## src/rtl/lacc_mem_arbiter.sv

```systemverilog
// Round-robin arbiter funnelling NREQ requesters onto one LACC data port.
// Read responses come back in order and are routed by a tag FIFO.
module lacc_mem_arbiter #(
    parameter int OUTSTANDING = 4,
    parameter int NREQ        = 3
) (
    input  logic                 clk,
    input  logic                 rst,
    input  logic                 flush,
    input  logic [NREQ-1:0]      req_valid,
    output logic [NREQ-1:0]      req_ready,
    input  logic [NREQ*32-1:0]   req_addr,
    input  logic [NREQ-1:0]      req_read,
    input  logic [NREQ*32-1:0]   req_wdata,
    output logic [NREQ-1:0]      rsp_valid,
    output logic [31:0]          rsp_rdata,
    output logic                 lacc_data_valid,
    input  logic                 lacc_data_ready,
    output logic [31:0]          lacc_data_addr,
    output logic [31:0]          lacc_data_wdata,
    output logic                 lacc_data_read,
    output logic [1:0]           lacc_data_size,
    input  logic                 lacc_drsp_valid,
    input  logic [31:0]          lacc_drsp_rdata,
    output logic                 busy,
    output logic                 err
);

    localparam int PW = $clog2(OUTSTANDING);
    localparam int TW = (NREQ > 1) ? $clog2(NREQ) : 1;

    typedef logic [TW-1:0] tag_t;

    tag_t                   tag_q [OUTSTANDING];
    logic [OUTSTANDING-1:0] drop_q;
    logic [PW:0]            wr_ptr;
    logic [PW:0]            rd_ptr;
    logic [PW-1:0]          wr_idx;
    logic [PW-1:0]          rd_idx;
    tag_t                   last_grant;
    tag_t                   lock_idx;
    tag_t                   grant_idx;
    logic                   lock_q;
    logic                   has_grant;
    logic                   fifo_full;
    logic                   fifo_empty;
    logic                   pop;
    logic                   push;
    logic                   hs;
    logic                   active;
    int                     k;

    assign wr_idx     = wr_ptr[PW-1:0];
    assign rd_idx     = rd_ptr[PW-1:0];
    assign fifo_empty = (wr_ptr == rd_ptr);
    assign fifo_full  = (wr_idx == rd_idx) && (wr_ptr[PW] != rd_ptr[PW]);
    assign pop        = lacc_drsp_valid & ~fifo_empty;
    assign active     = rst & ~flush;

    // A pop in this cycle frees a slot, so a read may be granted against a full FIFO.
    always_comb begin
        has_grant = 1'b0;
        grant_idx = last_grant;
        k         = 0;
        if (lock_q) begin
            has_grant = 1'b1;
            grant_idx = lock_idx;
        end else begin
            for (int i = 1; i <= NREQ; i++) begin
                k = (int'(last_grant) + i) % NREQ;
                if (!has_grant && req_valid[k] && (!req_read[k] || !fifo_full || pop)) begin
                    has_grant = 1'b1;
                    grant_idx = tag_t'(k);
                end
            end
        end
    end

    assign lacc_data_valid = has_grant & active;
    assign lacc_data_addr  = lacc_data_valid ? req_addr[int'(grant_idx)*32 +: 32] : 32'd0;
    assign lacc_data_wdata = lacc_data_valid ? req_wdata[int'(grant_idx)*32 +: 32] : 32'd0;
    assign lacc_data_read  = lacc_data_valid & req_read[grant_idx];
    assign lacc_data_size  = 2'b10;
    assign hs              = lacc_data_valid & lacc_data_ready;
    assign push            = hs & lacc_data_read;
    assign busy            = ~fifo_empty;

    always_comb begin
        req_ready = '0;
        if (hs) begin
            req_ready[grant_idx] = 1'b1;
        end
    end

    always_comb begin
        rsp_valid = '0;
        rsp_rdata = 32'd0;
        if (pop && !drop_q[rd_idx] && active) begin
            rsp_valid[tag_q[rd_idx]] = 1'b1;
            rsp_rdata                = lacc_drsp_rdata;
        end
    end

    always_ff @(posedge clk or negedge rst) begin
        if (!rst) begin
            wr_ptr <= '0;
            rd_ptr <= '0;
            drop_q <= '0;
        end else begin
            if (push) begin
                wr_ptr <= wr_ptr + (PW+1)'(1);
            end
            if (pop) begin
                rd_ptr <= rd_ptr + (PW+1)'(1);
            end
            // Flush marks every slot; a later push clears its own drop bit.
            if (flush) begin
                drop_q <= '1;
            end else if (push) begin
                drop_q[wr_idx] <= 1'b0;
            end
        end
    end

    always_ff @(posedge clk) begin
        if (push) begin
            tag_q[wr_idx] <= grant_idx;
        end
    end

    always_ff @(posedge clk or negedge rst) begin
        if (!rst) begin
            lock_q     <= 1'b0;
            lock_idx   <= '0;
            last_grant <= tag_t'(NREQ-1);
            err        <= 1'b0;
        end else begin
            if (flush) begin
                lock_q <= 1'b0;
            end else if (lacc_data_valid && !lacc_data_ready) begin
                lock_q   <= 1'b1;
                lock_idx <= grant_idx;
            end else if (hs) begin
                lock_q <= 1'b0;
            end
            if (hs) begin
                last_grant <= grant_idx;
            end
            if (lacc_drsp_valid && fifo_empty) begin
                err <= 1'b1;
            end
        end
    end

endmodule

```

## config.mk

```make
export PLATFORM = sky130hd
export DESIGN_NAME = lacc_mem_arbiter
export DESIGN_NICKNAME = d
export VERILOG_FILES = /design/src/rtl/lacc_mem_arbiter.sv
export SDC_FILE = /design/constraint.sdc
export NUM_CORES = 1
export LEC_CHECK = 0
export ABC_AREA = 1
export BUFFER_PORTS_ARGS = -buffer_cell sky130_fd_sc_hd__buf_2
export CORE_AREA = 2 2 132 134
export DETAILED_ROUTE_END_ITERATION = 16
export DIE_AREA = 0 0 134 136
export PLACE_DENSITY = 0.62
export REMOVE_ABC_BUFFERS = 1
export SLEW_MARGIN = 10
export SYNTH_ARGS = -nofsm -noshare
export SYNTH_HDL_FRONTEND = slang
export SYNTH_SLANG_ARGS = --single-unit
```

## constraint.sdc

```tcl
create_clock -name clk -period 2.6 [get_ports clk]
set_input_delay 0.26 -clock clk [delete_from_list [all_inputs] [get_ports clk]]
set_output_delay 0.26 -clock clk [all_outputs]
set_load 0.005 [all_outputs]
```

# Word level (Yosys, flattened, before mapping)
# Memories as Yosys holds them, arrays and structs flattened.
# Index checks and enable logic that the tools add are counted.
# op_classes
add_sub_neg	5
div	3
magnitude_cmp	10
n_eq_ne	3
shift	2
muxes	50
bitwise_logic	10
n_reduce_logical	30
# op_table
op	n
$shiftx 96x8->32	2
$lt 32x4->1 const B	3
$mod 32x3->32 const B	3
$mux 32	3
$mux 1	28
$bmux 1 s2	8
$logic_and 1x1->1	13
$lt 2x3->1 const B	4
$logic_not 1->1	8
$mux 2	4
$mux 4	2
$add 2x2->3 const B	2
$add 3x1->3 const B	2
$and 1x1->1	6
$demux 1 s2	3
$ge 2x1->1 const B	3
$logic_or 1x1->1	6
$mux 3	2
$and 4x4->4	1
$not 4->4	1
$add 2x1->3 const B	1
$eq 3x3->1	1
$reduce_bool 3->1	1
$eq 2x2->1	1
4 further kinds	5
# totals
register_bits	16
ramBits	8
input_bits	235
out_inout_bits	108
wordCells	121
n_memories	1
# memory_table
name	words	word_bits	rd	rd_clocked_by_memory_dff	wr	line	source
tag_q	4	2	1	0	1	34	tag_t tag_q [OUTSTANDING];

# Depth between registers and ports, before layout
# logic_depth
ltp_word	27
ltp_mapped	22
mapped_depth_nobuf	21

# Worst setup path after synthesis
# No wires, ideal clock.
# synth_timing
path_kind	reg2out
from	register last_grant[1]
to	output port lacc_data_wdata[22]
t_arrival_ns	2.309
required_time_ns	2.340
setup_slack_ns	0.031
stages_incl_launch_ff	20
path_buffers	2
cell_sequence	dfstp_2 inv_1 ha_1 inv_1 o21ai_0 o21ai_2 nand2_4 nand3_4 nand2_1 inv_1 nand2_1 nand2_2 nand2_4 inv_8 buf_8 buf_8 nor2_1 nor2_1 o21ai_1 a21oi_1
# synth_via
elab_chain_len	23
elab_cells_between_ends	53
classes_between	add/sub: 3; div: 3; shift: 1; mux: 29; bitwise: 1; reduce/logical: 16
# synth_lines
element	line	source
start: declaration	40	tag_t last_grant;
start signal: assignment	135	last_grant <= tag_t'(NREQ-1);
start signal: assignment	147	last_grant <= grant_idx;
$add 2x1->3	70	k = (int'(last_grant) + i) % NREQ;
$mod 32x3->32	70	
$bmux 1 s2	71	if (!has_grant && req_valid[k] && (!req_read[k] || !fifo_full || pop)) begin
$mux 1 (implied by the code) (2 in a row)	71	
$logic_not 1->1	71	
$logic_or 1x1->1 (2 in a row)	71	
$logic_and 1x1->1	71	
$mux 1	71	
[4 not listed]	-	
$mux 1	71	
$mux 1	65	if (lock_q) begin
$logic_not 1->1	71	
$logic_and 1x1->1 (2 in a row)	71	
$mux 2 / $mux 1 (equally long branches)	71	
$mux 2 / $mux 1 (equally long branches)	65	
$shiftx 96x8->32 / $and 1x1->1 (equally long branches)	81, 79	
$mux 32 (*)	81	assign lacc_data_wdata = lacc_data_valid ? req_wdata[int'(grant_idx)*32 +: 32] : 32'd0;
end: declaration	20	output logic [31:0] lacc_data_wdata,
# Every way passes the cells marked *; elsewhere a longest branch is shown, timed or not. The select of a mux whose other input is x is not followed.

# Final worst setup path
# layout_timing
from	register last_grant[1]
to	output port lacc_data_addr[12]
# layout_via
elab_chain_len	23
elab_cells_between_ends	53
classes_between	add/sub: 3; div: 3; shift: 1; mux: 29; bitwise: 1; reduce/logical: 16
# layout_lines
element	line	source
$add 2x1->3	70	
$mod 32x3->32	70	
$bmux 1 s2	71	
$mux 1 (implied by the code) (2 in a row)	71	
$logic_not 1->1	71	
$logic_or 1x1->1 (2 in a row)	71	
$logic_and 1x1->1	71	
$mux 1	71	
[4 not listed]	-	
$mux 1	71	
$mux 1	65	
$logic_not 1->1	71	
$logic_and 1x1->1 (2 in a row)	71	
$mux 2 / $mux 1 (equally long branches)	71	
$mux 2 / $mux 1 (equally long branches)	65	
$shiftx 96x8->32 / $and 1x1->1 (equally long branches)	80, 79	
$mux 32 (*)	80	assign lacc_data_addr = lacc_data_valid ? req_addr[int'(grant_idx)*32 +: 32] : 32'd0;
end: declaration	19	output logic [31:0] lacc_data_addr,
# Marked as above.

==> metrics.txt <==
Worst EP required between 2 and 2.5 ns; critical path type reg -> out; nets between 1000 and 1500; distinct cell type count after synthesis 40; worst hold path type in -> reg; Async SR Flop Fraction about two thirds; register area share after synthesis about 18%; RSZ-0062 raised after global routing true; Syn Area/Cell 5.470 sq um; DR DRC count 0; Setup WS post-layout -0.6122 ns; die width roughly 130 microns; minimum clock period roughly 3.2 ns; core footprint about 0.017 sq mm; Mapped Cells 640; CTS buffer count 3; largest net degree at the start of global routing 35; Hold WS ~0.24 ns; H-tree lvl count 1; layout cells sized above 1 roughly 53%; Die H ~140 microns; worst-path maximum fanout 11; cell area after synthesis approximately 0.0035 sq mm; design area about 0.007 sq mm; Worst Hold Depth 2; Post-Route WL about 19000 microns; Slew Viols, Final 0; CTS tree done; area grow syn2layout 99.68%; fmax ~310 MHz; RR Startpoint last_grant[1]$_DFFE_PN1P_; gr ovfl total 0; run status finished with violations; number of antenna violations at the first check in global routing 0; hold_sp flush; via count 5649; Starting Density between 20 and 25%; R2R setup slack -0.29 ns; register bit count reported by yosys 24; vias in the first global route ~5000; GP Congestion between 0.8 and 0.9; initial DRC count around 240; CTS Sinks 24; Routed Antenna Nets 0; max-cap viol count 0; Max Root-Sink Buffers 2; final setup violation count 84; clk_lat worst skew between 0.2 and 0.3 ns; ant diodes 0; crit path launch type flop; drt via density 4.501; cells on worst reg2reg path 22; Post-synth EDFFs 8; Critical Path AT just under 3 ns; Die Area between 0.015 and 0.02 sq mm; Fin. Hold Viols 0; Root Driver clkbuf_16; clk_skew about 0.0015 ns; IO buf count 340; Reg clk slew, reported paths 0.06 ns; wire length per cell ~15 microns; WHS Endpoint lock_q$_DFFE_PN0P_; All-Layer GR Usage 17.91%; Yosys warning count 0; failing checks negative setup slack; pre-CTS setup slack -0.4101 ns; Crit Reg-Reg Endpoint tag_q[0][1]$_DFFE_PP_; DP HPWL between 10000 and 15000 microns; dpl cell area 0.005684 sq mm; drt pass-1 iters 4; IO Count 343; crit end category output pin; Top FF cell, synth dfrtp_1; first-pass GRT wire length 25990 microns; Rows 48; Tcrit/Tclk final 123.5%
==> routing by layer <==
layer  track usage (%)  wire [microns]
met1             20.59            7302
met2             34.79            9689
met3             2.498            1304
met4             4.137             352
met5                 0               0
==> repair_timing <==
item	4_1_cts	5_1_grt
resized for setup	65	115
setup endpoints to repair	84	91
cloned	11	8
hold endpoints to repair	15	0
pin swaps	16	28
setup buffers	16	12
hold buffers	1	0
==> how the worst max path moves through the flow <==
stage / startpoint / to / slack [ns] / cells past startpoint
6_report: last_grant[1]$_DFFE_PN1P_ / lacc_data_addr[12] / -0.61 / 21
5_1_grt: last_grant[1]$_DFFE_PN1P_ / lacc_data_addr[12] / -0.79 / 24
4_1_cts: last_grant[1]$_DFFE_PN1P_ / lacc_data_wdata[16] / -0.56 / 23
3_3_place_gp: last_grant[1]$_DFFE_PN1P_ / lacc_data_wdata[26] / -0.41 / 17
3_5_place_dp: last_grant[1]$_DFFE_PN1P_ / lacc_data_wdata[9] / -0.41 / 17
2_1_floorplan: last_grant[1]$_DFFE_PN1P_ / tag_q[0][0]$_DFFE_PP_ / -2.05 / 11
==> cell families (layout without fill, tap and decap cells) <==
kind of cell / Yosys count / in the layout / share of synthesized area, %
adders and majority gates: 7 / 7 / 2.502
AOI/OAI and AO/OA: 155 / 155 / 23.05
and+or+nand+nor: 345 / 345 / 40.92
buffers and inverters: 104 / 494 / 14.22
DFF: 24 / 24 / 18.33
other: 2 / 2 / 0.2145
xor gates and xnor gates: 3 / 3 / 0.7507
==> cell usage in the layout, fill, tap and decap left out, drive strengths merged, types with 3 or more instances in the layout <==
master	Yosys	final
dfrtp	15	15
a21oi	69	69
inv	62	62
clkinv	1	3
clkbuf	11	10
ha	7	7
edfxtp	8	8
nand3	25	25
nand2	133	133
o21ai	80	80
buf	30	416
nor2	184	184
==> state kept, by name, indices dropped and copies added, names as in the netlist <==
signal      count
tag_q           8
drop_q          4
rd_ptr          3
wr_ptr          3
last_grant      2
lock_idx        2
err             1
lock_q          1
==> critical path: stages, from the launching register on <==
cell and delay (ns):
dfstp_2 0.56, inv_2 0.06, ha_4 0.16, buf_6 0.12, nand2_2 0.05, nand2_1 0.04
inv_1 0.05, nand2_1 0.04, nand3_1 0.08, nand2_1 0.06, inv_2 0.09, nand3_4 0.12
nor2_1 0.14, nor2_2 0.07, nand2_1 0.09, nand2_2 0.09, nor2_8 0.21, buf_6 0.16
buf_16 0.14, nand2_1 0.08, a21oi_2 0.13, buf_2 0.13
==> area by class of cell <==
class | count | area (sq um)
Clock buffer | 4 | 78.83
Fill cell | 1730 | 9886
Inverter | 63 | 272.8
Multi-Input combinational cell | 512 | 2805
Sequential cell | 24 | 641.9
Tap cell | 225 | 281.5
Timing Repair Buffer | 425 | 2885
Timing Repair inverter | 2 | 25.02
==> synth_stat cells, types with 2 or more instances <==
cell type    n  area, sq um
nand2_2      8        50.05
xor2_1       2        17.52
nor2_1     181        679.4
buf_2       12        60.06
buf_1        3        11.26
nand2_4      2        22.52
nand3_1     23        115.1
o21ai_0     57        285.3
o21ai_1     22        110.1
clkbuf_1    11        41.29
nand3_4      2        35.03
a21oi_1     68        340.3
nor2_8       2        40.04
inv_2        6        22.52
nand2_1    123        461.7
edfxtp_1     8        240.2
ha_1         7        87.58
buf_4       11        82.58
buf_8        3        45.04
conb_1       2        7.510
inv_1       54        202.7
dfrtp_1     15        375.4
==> metrics by stage <==
stage / setup TNS [ns] / cells / util (%)
2_1_floorplan: -134.22 / 599 / -
4_1_cts: -37.16 / 1239 / 38.19
5_1_grt: -53.95 / 1255 / 41.42
3_3_place_gp: -17.50 / 1207 / 33.68
6_report: -40.35 / 1255 / 41.42
3_5_place_dp: -19.13 / 1207 / 33.68
Power is left out: the tool's default activity adds up to more than one toggle a clock period on the data nets, which glitch-free logic cannot reach.
